**config.mk**
```make
export PLATFORM = sky130hd
export DESIGN_NAME = div32_seq
export DESIGN_NICKNAME = d
export VERILOG_FILES = /design/src/rtl/div32_seq_pkg.sv /design/src/rtl/div32_seq_adder32.sv /design/src/rtl/div32_seq.sv
export SDC_FILE = /design/constraint.sdc
export NUM_CORES = 1
export LEC_CHECK = 0
export ABC_AREA = 1
export CORE_MARGIN = 5
export CORE_UTILIZATION = 62
export DETAILED_ROUTE_END_ITERATION = 12
export GPL_ROUTABILITY_DRIVEN = 0
export PLACE_DENSITY = 0.87
export SYNTH_ARGS = -nofsm -noshare
export SYNTH_HDL_FRONTEND = slang
export SYNTH_HIERARCHICAL = 1
export SYNTH_SLANG_ARGS = --single-unit
```
**constraint.sdc**
```tcl
create_clock -name clk -period 31.7 [get_ports clk]
set_input_delay 6.34 -clock clk [delete_from_list [all_inputs] [get_ports clk]]
set_output_delay 6.34 -clock clk [all_outputs]
set_load 0.05 [all_outputs]
```
**src/rtl/div32_seq_pkg.sv**
```systemverilog
// div_pkg: shared types and constants for the sequential 32-bit divider.
//   div_state_t : controller states (IDLE, CALC, FIXUP, DONE)
//   DIV_ITER    : restoring-division steps per operation
//   DIV_CNT_W   : width of the iteration counter
package div_pkg;

  typedef enum logic [1:0] {
    IDLE  = 2'd0,
    CALC  = 2'd1,
    FIXUP = 2'd2,
    DONE  = 2'd3
  } div_state_t;

  localparam int DIV_ITER  = 32;
  localparam int DIV_CNT_W = 6;

endpackage

```
**src/rtl/div32_seq_adder32.sv**
```systemverilog
// adder32: 32-bit ripple-carry adder used by the divider for trial
// subtraction (the caller inverts the subtrahend and forces c_in high).
//   a, b   : 32-bit addends
//   c_in   : carry into bit 0
//   sum    : 32-bit sum
//   c_out  : carry out of bit 31 (1 = no borrow when subtracting)
module adder32 (
  input  logic [31:0] a,
  input  logic [31:0] b,
  input  logic        c_in,
  output logic [31:0] sum,
  output logic        c_out
);

  logic [32:0] carry;

  assign carry[0] = c_in;

  generate
    for (genvar gi = 0; gi < 32; gi++) begin : g_bit
      assign sum[gi]       = a[gi] ^ b[gi] ^ carry[gi];
      assign carry[gi + 1] = (a[gi] & b[gi]) | (carry[gi] & (a[gi] ^ b[gi]));
    end
  endgenerate

  assign c_out = carry[32];

endmodule

```
**src/rtl/div32_seq.sv**
```systemverilog
// div32_seq: multi-cycle restoring divider, one quotient bit per clock.
//   clk, rst_n   : clock, asynchronous active-low reset
//   start        : launch request, accepted only in IDLE
//   signed_op    : 1 = two's-complement divide, 0 = unsigned
//   RA, RB       : dividend, divisor (sampled with start)
//   LO, HI       : quotient, remainder (registered, held between ops)
//   busy         : high from the accepting edge until DONE is left
//   done         : one-cycle pulse when LO/HI are valid
//   div_by_zero  : set when the last operation had RB == 0
module div32_seq
  import div_pkg::*;
#(
  parameter int WIDTH = 32
) (
  input  logic             clk,
  input  logic             rst_n,
  input  logic             start,
  input  logic             signed_op,
  input  logic [WIDTH-1:0] RA,
  input  logic [WIDTH-1:0] RB,
  output logic [WIDTH-1:0] LO,
  output logic [WIDTH-1:0] HI,
  output logic             busy,
  output logic             done,
  output logic             div_by_zero
);

  localparam logic [DIV_CNT_W-1:0] LAST_ITER = DIV_CNT_W'(DIV_ITER - 1);

  div_state_t           state_reg;
  logic [DIV_CNT_W-1:0] cnt_reg;
  logic [WIDTH-1:0]     quo_reg;
  logic [WIDTH-1:0]     rem_reg;
  logic [WIDTH-1:0]     dvs_reg;
  logic                 neg_q_reg;
  logic                 neg_r_reg;
  logic                 zero_reg;

  logic [WIDTH-1:0]     ra_mag;
  logic [WIDTH-1:0]     rb_mag;
  logic [WIDTH:0]       r_shift;
  logic [WIDTH-1:0]     diff;
  logic                 carry;
  logic                 trial_ok;

  // Operand magnitudes; unsigned operands pass through untouched.
  assign ra_mag = (signed_op && RA[WIDTH-1]) ? (~RA + WIDTH'(1)) : RA;
  assign rb_mag = (signed_op && RB[WIDTH-1]) ? (~RB + WIDTH'(1)) : RB;

  // Upper 33 bits of {rem, quo} << 1.
  assign r_shift = {rem_reg, quo_reg[WIDTH-1]};

  adder32 u_trial (
    .a     (r_shift[WIDTH-1:0]),
    .b     (~dvs_reg),
    .c_in  (1'b1),
    .sum   (diff),
    .c_out (carry)
  );

  // The shifted-out bit 32 means R already exceeds any 32-bit divisor.
  assign trial_ok = carry | r_shift[WIDTH];

  always_ff @(posedge clk or negedge rst_n) begin
    if (!rst_n) begin
      state_reg   <= IDLE;
      cnt_reg     <= '0;
      quo_reg     <= '0;
      rem_reg     <= '0;
      dvs_reg     <= '0;
      neg_q_reg   <= 1'b0;
      neg_r_reg   <= 1'b0;
      zero_reg    <= 1'b0;
      LO          <= '0;
      HI          <= '0;
      busy        <= 1'b0;
      done        <= 1'b0;
      div_by_zero <= 1'b0;
    end else begin
      case (state_reg)
        IDLE: begin
          if (start) begin
            busy        <= 1'b1;
            div_by_zero <= 1'b0;
            cnt_reg     <= '0;
            rem_reg     <= '0;
            dvs_reg     <= rb_mag;
            neg_q_reg   <= signed_op & (RA[WIDTH-1] ^ RB[WIDTH-1]);
            neg_r_reg   <= signed_op & RA[WIDTH-1];
            if (RB == '0) begin
              // Zero divisor bypasses CALC; the raw dividend is parked in
              // quo_reg so FIXUP can return it unchanged one edge later,
              // which gives the single-cycle done latency.
              zero_reg  <= 1'b1;
              quo_reg   <= RA;
              state_reg <= FIXUP;
            end else begin
              zero_reg  <= 1'b0;
              quo_reg   <= ra_mag;
              state_reg <= CALC;
            end
          end
        end

        CALC: begin
          rem_reg <= trial_ok ? diff : r_shift[WIDTH-1:0];
          quo_reg <= {quo_reg[WIDTH-2:0], trial_ok};
          cnt_reg <= cnt_reg + DIV_CNT_W'(1);
          if (cnt_reg == LAST_ITER) begin
            state_reg <= FIXUP;
          end
        end

        FIXUP: begin
          if (zero_reg) begin
            LO          <= '1;
            HI          <= quo_reg;
            div_by_zero <= 1'b1;
          end else begin
            // 0x80000000 / -1 naturally wraps back to 0x80000000 here.
            LO <= neg_q_reg ? (~quo_reg + WIDTH'(1)) : quo_reg;
            HI <= neg_r_reg ? (~rem_reg + WIDTH'(1)) : rem_reg;
          end
          done      <= 1'b1;
          state_reg <= DONE;
        end

        DONE: begin
          done      <= 1'b0;
          busy      <= 1'b0;
          state_reg <= IDLE;
        end

        default: state_reg <= IDLE;
      endcase
    end
  end

endmodule

```
==> flow_summary.toml, run 1 <==
[outcome]
outcome = "finished clean"

[critical_path]
slowest_delay_ps = 570
cpMaxStageDelayCell = "inv_1"
arrival_ps = 14850
cp-start-kind = "flip-flop"
crit_top_cell = "fa_1"
cp_num_buf_inv = 6
critical-path-top-delay-family = "adder cells"
end_kind = "flip-flop"
crit_type = "flip-flop to flip-flop"
crit_required_ps = 31980
cp_max_fo = 34

[clock_tree]
clockRootBuffer = "clkbuf_16"
h-tree-depth = 4
clk_latency_ps = 450
cts_made_buffers = 17
ctsResizeCount = 0
tritoncts = "built"
cts_buffer_depth = 2
post_cts_buffers = 0
clk_pin_slew_ps = 70
clock_sinks = 174
cts_hold_buf = 0

[detailed_routing]
routed_via_density = 6.202
avgRoutedWirePerCell_um = 17.84
drt-pass1-iter-count = 5
drt_iter0_markers = 1716
vias = 12340
drc = 0
postRouteAntennaNets = 0
routed_wl_mm = 35.50

[logic_synthesis]
yosys_register_bits = 174
postSynthAreaPerCell_um2 = 7.109
synth_edf_count = 0
yosysSeqAreaShare_pct = 37.12
syn-num-nets = 1759
async_flop_share_pct = 100.0
synthFlopType = "dfrtp_1"
ys_types = 43
ys_warn_count = 6
syn_area_um2 = 11730
syn_inst = 1650

[sta]
finalCritPeriodShare_pct = 45.95
grt_setup_unrepaired = "no"
whs_ps = 480.5
hold_violations = 0
max_freq_mhz = 68.65
max_slew.worst_pin.slew_ps = 1078
period_minus_slack_ps = 14570
finalSetupTns_ps = 0
setup_violations = 0
relSlewSlack_pct = 27.95
skew_ps = 9.312
finalMaxSlewViolations = 0

[floorplanning]
ios = 135
die_x_um = 147.5
die_area_um2 = 21770
core_um2 = 18640
row_count = 50
start_util_pct = 62.92
die_height_um = 147.5

[layout]
nNetsFinal = 1853
antenna_cells = 0
area.growth.synth_to_final_pct = 17.05
final_core_util_pct = 73.64
drive_above_1_share_pct = 3.929
layout_commonest_cell = "nand2_1"
final.fill_count = 1419
final_cell_mix = "359 x nand2_1, 239 x nor2_1, 217 x inv_1"

[power]
p_leak_nw = 6.348
comb_power_share_pct = 59.8
switching_power_mw = 0.8192
clock_power_share_pct = 13.4
irDropWorstVdd_uv = 100.2
p_sw_share_pct = 52.43
p_seq_share_pct = 26.7
p_per_area_nw_per_um2 = 113.8
intPower_mw = 0.7434

[placement]
dpl.hpwl_mm = 25.88
portBuffers = 134

[global_routing]
antenna_found_initial = 0
grt_pass1_wl_mm = 58.01
grt_max_degree = 115
grt_remaining_overflow = 0
grt_pass1_vias = 11640
grtUsageTotal_pct = 32.64

[worst_hold_path]
hp-class = "flip-flop to flip-flop"

[job]
drv_cap = 0
cell usage after synthesis, drive strengths merged (8+ instances only):
| master | instances | area share [%] |
|---|---|---|
| nand2 | 362 | 12 |
| nor2 | 249 | 8.2 |
| inv | 220 | 7.0 |
| nand3 | 183 | 7.9 |
| dfrtp | 174 | 37 |
| o21ai | 91 | 3.9 |
| clkbuf | 47 | 1.5 |
| nand4 | 44 | 2.4 |
| a21oi | 36 | 1.6 |
| fa | 32 | 5.5 |
| o32ai | 31 | 2.3 |
| nor3 | 24 | 1.1 |
| buf | 23 | 1.1 |
| o22ai | 21 | 1.1 |
| a31oi | 20 | 1.1 |
| o21bai | 19 | 1.2 |
| o211ai | 17 | 1.1 |
| xor2 | 15 | 1.1 |
| ha | 9 | 0.96 |
| o221ai | 8 | 0.60 |
routing by layer:
metal	part of all wire [%]	global-route usage, %	vias to the layer above	routed length, µm
li1	-	-	5633	-
met1	39	43.98	5740	13730
met2	46	51.46	842	16280
met3	11	6.990	127	3922
met4	4.4	13.93	0	1562
met5	0	0	-	0
final cells by class:
cell class / instances / area, µm² / share of cell area, %
inverters: 220 / 825.8 / 6.015
multi-input cells: 1186 / 6261 / 45.60
clock inverters: 13 / 141.4 / 1.030
well taps: 234 / 292.8 / 2.133
clock buffers: 18 / 429.2 / 3.126
repair buffers: 145 / 1425 / 10.38
flip-flops and latches: 174 / 4354 / 31.71
path summary, 6_finish.rpt:
path,startpoint,end,slack (ps),cells after the start
max,quo_reg[31],rem_reg[21],17130,41
min,dvs_reg[30],dvs_reg[30],480,2
max reg2reg,quo_reg[31],rem_reg[21],17130,41
min reg2reg,dvs_reg[30],dvs_reg[30],480,2
max in group asynchronous,rst_n,state_reg[0],24250,2
min in group asynchronous,rst_n,dvs_reg[6],6050,1
through the flow:
stage               setup WS, ps  std cells  instance area [µm²]  total power [mW]
floorplan                  18430       1650                11730             1.047
global placement           17650       1959                13160             1.288
detailed placement         17260       1959                13160             1.326
CTS                        17270       1990                13730             1.543
global route               16630       1990                13730             1.672
finish                     17130       1990                13730             1.563
tightest hold or removal path, cell delays in order, from the launching register on:
cell	delay, ps
dfrtp_1	340
nand2_1	50
nand2_1	60
kinds of logic after synthesis:
family                   Yosys count  share of synthesized area, %
buffers and inverters            290                         9.685
flip-flops                       174                         37.12
other                              1                       0.03197
adder cells (fa/ha/maj)           41                         6.421
AO/OA/AOI/OAI                    250                         13.38
XOR/XNOR                          17                         1.269
AND/OR/NAND/NOR                  877                         32.10
power by group through the flow:
stage	Combinational, mW	Clock (mW)	Sequential [mW]
3_5_place_dp	0.911	0	0.415
3_3_place_gp	0.877	0	0.411
2_1_floorplan	0.524	0	0.522
6_report	0.935	0.210	0.418
4_1_cts	0.921	0.208	0.413
5_1_grt	1.02	0.219	0.429
Note: power is estimated with default switching activity, not from simulation.
==> run 2, diff against run 1 <==
Settings changed: CORE_UTILIZATION 62 to 52, PLACE_DENSITY 0.87 to 0.78.
Clock period 31.7 ns to 12.6 ns, I/O delays scaled along.
==> flow_summary.toml, run 2 (synthesis results as in run 1) <==
[clock_tree]
tritoncts = "built"
clock_sinks = 174
clk_latency_ps = 440
clk_pin_slew_ps = 70
cts_buffer_depth = 2
clockRootBuffer = "clkbuf_16"
cts_made_buffers = 17
h-tree-depth = 4
cts_hold_buf = 0

[detailed_routing]
vias = 12090
avgRoutedWirePerCell_um = 17.25
routed_via_density = 5.896
drt_iter0_markers = 1572
drt-pass1-iter-count = 6
postRouteAntennaNets = 0
routed_wl_mm = 35.36
drc = 0

[sta]
finalSetupTns_ps = 0
finalCritPeriodShare_pct = 97.64
setup_violations = 0
relSlewSlack_pct = 25.27
max_freq_mhz = 81.28
grt_setup_unrepaired = "no"
skew_ps = 10.96
max_slew.worst_pin.slew_ps = 1121
finalMaxSlewViolations = 0
period_minus_slack_ps = 12300
hold_violations = 0

[floorplanning]
die_area_um2 = 25660
core_um2 = 22430
die_x_um = 160.2
ios = 135
row_count = 55
die_height_um = 160.2
start_util_pct = 52.29

[critical_path]
cp_max_fo = 7
slowest_delay_ps = 410
cpMaxStageDelayCell = "dfrtp_1"
cp-start-kind = "flip-flop"
crit_top_cell = "fa_2"
arrival_ps = 12640
crit_required_ps = 12940
crit_type = "flip-flop to flip-flop"
end_kind = "flip-flop"

[layout]
antenna_cells = 0
area.growth.synth_to_final_pct = 19.92
nNetsFinal = 1861
final_cell_mix = "359 x nand2_1, 239 x nor2_1, 215 x inv_1"
drive_above_1_share_pct = 6.742
finalNonFillerCells = 2050
layout_commonest_cell = "nand2_1"

[outcome]
outcome = "finished clean"

[placement]
dpl.hpwl_mm = 25.77
dpl.cell_count = 2016
portBuffers = 134

[power]
power.total_mw = 4.054
p_per_area_nw_per_um2 = 288.2
irDropWorstVdd_uv = 212.0
p_leak_nw = 6.403

[global_routing]
antenna_found_initial = 1
grt_pass1_vias = 11180
grt_max_degree = 87
grt_remaining_overflow = 0
grtUsageTotal_pct = 26.78
grt_pass1_wl_mm = 56.87

[job]
drv_cap = 0

[worst_hold_path]
hp-class = "flip-flop to flip-flop"
[run 2: path summary, 6_finish.rpt]
path                              from          end  slack, ps  cells after the start
max                        quo_reg[31]  rem_reg[26]        300                     41
min                        dvs_reg[30]  dvs_reg[30]        480                      2
max reg2reg                quo_reg[31]  rem_reg[26]        300                     41
min reg2reg                dvs_reg[30]  dvs_reg[30]        480                      2
max in group asynchronous        rst_n       HI[26]       8550                      3
min in group asynchronous        rst_n   dvs_reg[4]       1950                      1
[run 2: timing repair]
action                                  in CTS  in global routing
pin swaps                                    6                  4
gates cloned                                 0                  1
resized for setup                           15                 16
endpoints found under the setup margin      33                 33
buffers inserted                             1                  0
[run 2: cell type report]
type / count / area (µm²)
Clock buffer: 18 / 439.2
Timing Repair Buffer: 153 / 1531
Clock inverter: 14 / 148.9
Inverter: 220 / 830.8
Tap cell: 285 / 356.6
Fill cell: 1939 / 8367
Sequential cell: 174 / 4354
Multi-Input combinational cell: 1186 / 6406
[run 2: worst max-delay path, delay by kind of cell (launching register included)]
kind,cells,cell delay [ps]
compound gates,1,270
fa+ha+maj,32,10790
flops,1,410
buf+inv,6,540
simple gates,2,170
[run 2: per-layer routing]
metal  wire, µm  up-vias  GRT usage (%)  part of all wire (%)
li1           -     5626              -                     -
met1      14860     5721          37.19                    42
met2      16440      664          42.89                    47
met3       3211       74          5.600                   9.1
met4        826        2          7.274                   2.3
met5         13        -              0                 0.037
[run 2: through the flow]
stage          setup slack (ps)  area (µm²)  utilization, %  hold slack, ps
5_1_grt                   16.66       14070           62.71           501.7
3_3_place_gp             -274.7       13310           59.34           468.1
2_1_floorplan             14.74       11810               -           449.1
3_5_place_dp             -527.4       13310           59.34           470.6
4_1_cts                   17.79       13970           62.27           485.4
6_report                  297.1       14070           62.71           484.7
[run 2: power breakdown]
group          leakage [nW]  switching [mW]  internal [mW]  total (mW)
combinational          3.93            1.62          0.851        2.47
clock                 0.288           0.253          0.286       0.539
sequential             2.18           0.231          0.815        1.05
==> variant (flow settings as in run 2) <==
`DIV_CNT_W`: 6 -> 8.
--- a/src/rtl/div32_seq_pkg.sv
+++ b/src/rtl/div32_seq_pkg.sv
@@ -13,5 +13,5 @@
 
   localparam int DIV_ITER  = 32;
-  localparam int DIV_CNT_W = 6;
+  localparam int DIV_CNT_W = 8;
 
 endpackage
Formal check against the unedited RTL: same outputs for any inputs over 10 cycles, from zero or initial values and one cycle with rst_n low; that may be too few to reach the edited logic, so the function may still have changed.
==> variant against run 2 <==
Wire length up 3.0%; sequential cell count grew 2; setup slack lost 0.14 ns; cell area increased by 0.94%; utilization is 0.40 points higher; power increased by 2.5%; area after synthesis increased by 0.92%; critical path type unchanged; via count is 0.94% higher.
==> variant: results (changes against run 2) <==
| Metric | Value |
|---|---|
| Status | completed |
| Worst path max stage delay | 0.39 ns (-0.02 ns) |
| GRT met3 Usage | 0.0544 (-0.00160) |
| Metal3 WL | 3370 um (+4.9%) |
| Data arrival, critical path | 12.77 ns (+0.13 ns) |
| Nets | 1868 (+0.38%) |
| Wl on met1 | 15300 um (+2.8%) |
| Final Skew | 0.0151 ns (+0.00412 ns) |
| Worst R2R Start | dvs_reg[0]$_DFFE_PN0P_ |
| Cts repair resizes | 18 (+3) |
| Largest net degree at the start of global routing | 105 (+21%) |
| Met2 wire len | 16700 um (+1.5%) |
| Final Critical Period | 12.44 ns (+0.136 ns) |
| Reg2reg path depth | 43 (+4.9%) |
| Top cells by count, synth | 364 x nand2_1, 228 x nor2_1, 213 x inv_1 |
| Crit-path slowest cell | fa_2 |
| Routed WL | 36400 um (+3.0%) |
| Met2 Usage GRT | 0.434 (+0.00510) |
| Slew headroom | 0.331 (+0.0785) |
| Post-synthesis xor/xnor area fraction | 0.0126 (-0.000115) |
| Overall Global Routing Usage | 0.278 (+0.00998) |
| Sw frac | 0.514 (-0.00446) |
| DP Wirelength | 26300 um (+1.9%) |
| Antenna violations before repair | 0 (-1) |
| Inst Count DP | 2020 (+0.20%) |
| Number of fill cells | 1947 (+0.41%) |
| 1st-iter DRT viols | 1619 (+3.0%) |
| Layout Cells excl Fill | 2057 (+0.34%) |
| R2R setup slack | 0.16 ns (-0.14 ns) |
| Setup crit end | rem_reg[18]$_DFFE_PN0P_ |
| First-pass GRT wire length | 59000 um (+3.8%) |
-- variant: cell types whose count changed after synthesis, sizes merged, moves of 4 or more --
cell | before | now
clkbuf | 47 | 34
nor2 | 249 | 241
buf | 23 | 30
o21ai | 91 | 98
nand2 | 362 | 368
or2 | 3 | 9
nand4 | 44 | 49
nand3b | 5 | 1
nor4 | 4 | 0
o211ai | 17 | 13
o31ai | 6 | 2
-- variant: layout make-up --
class	count	area, um^2	share of cell area
sequential	176	4400	0.310
multi-input combinational	1188	6450	0.454
inverter	222	838	0.0590
tap	285	357	0.0251
timing repair buffer	154	1570	0.111
clock inverter	13	125	0.00881
clock buffer	19	453	0.0319
-- variant: through the flow --
step	hold slack (ns)	instance area, um^2	power, W
CTS	0.484	14100	0.00405
detailed placement	0.467	13400	0.00343
global placement	0.464	13400	0.00336
floorplan	0.449	11900	0.00272
global route	0.502	14200	0.00446
finish	0.481	14200	0.00416
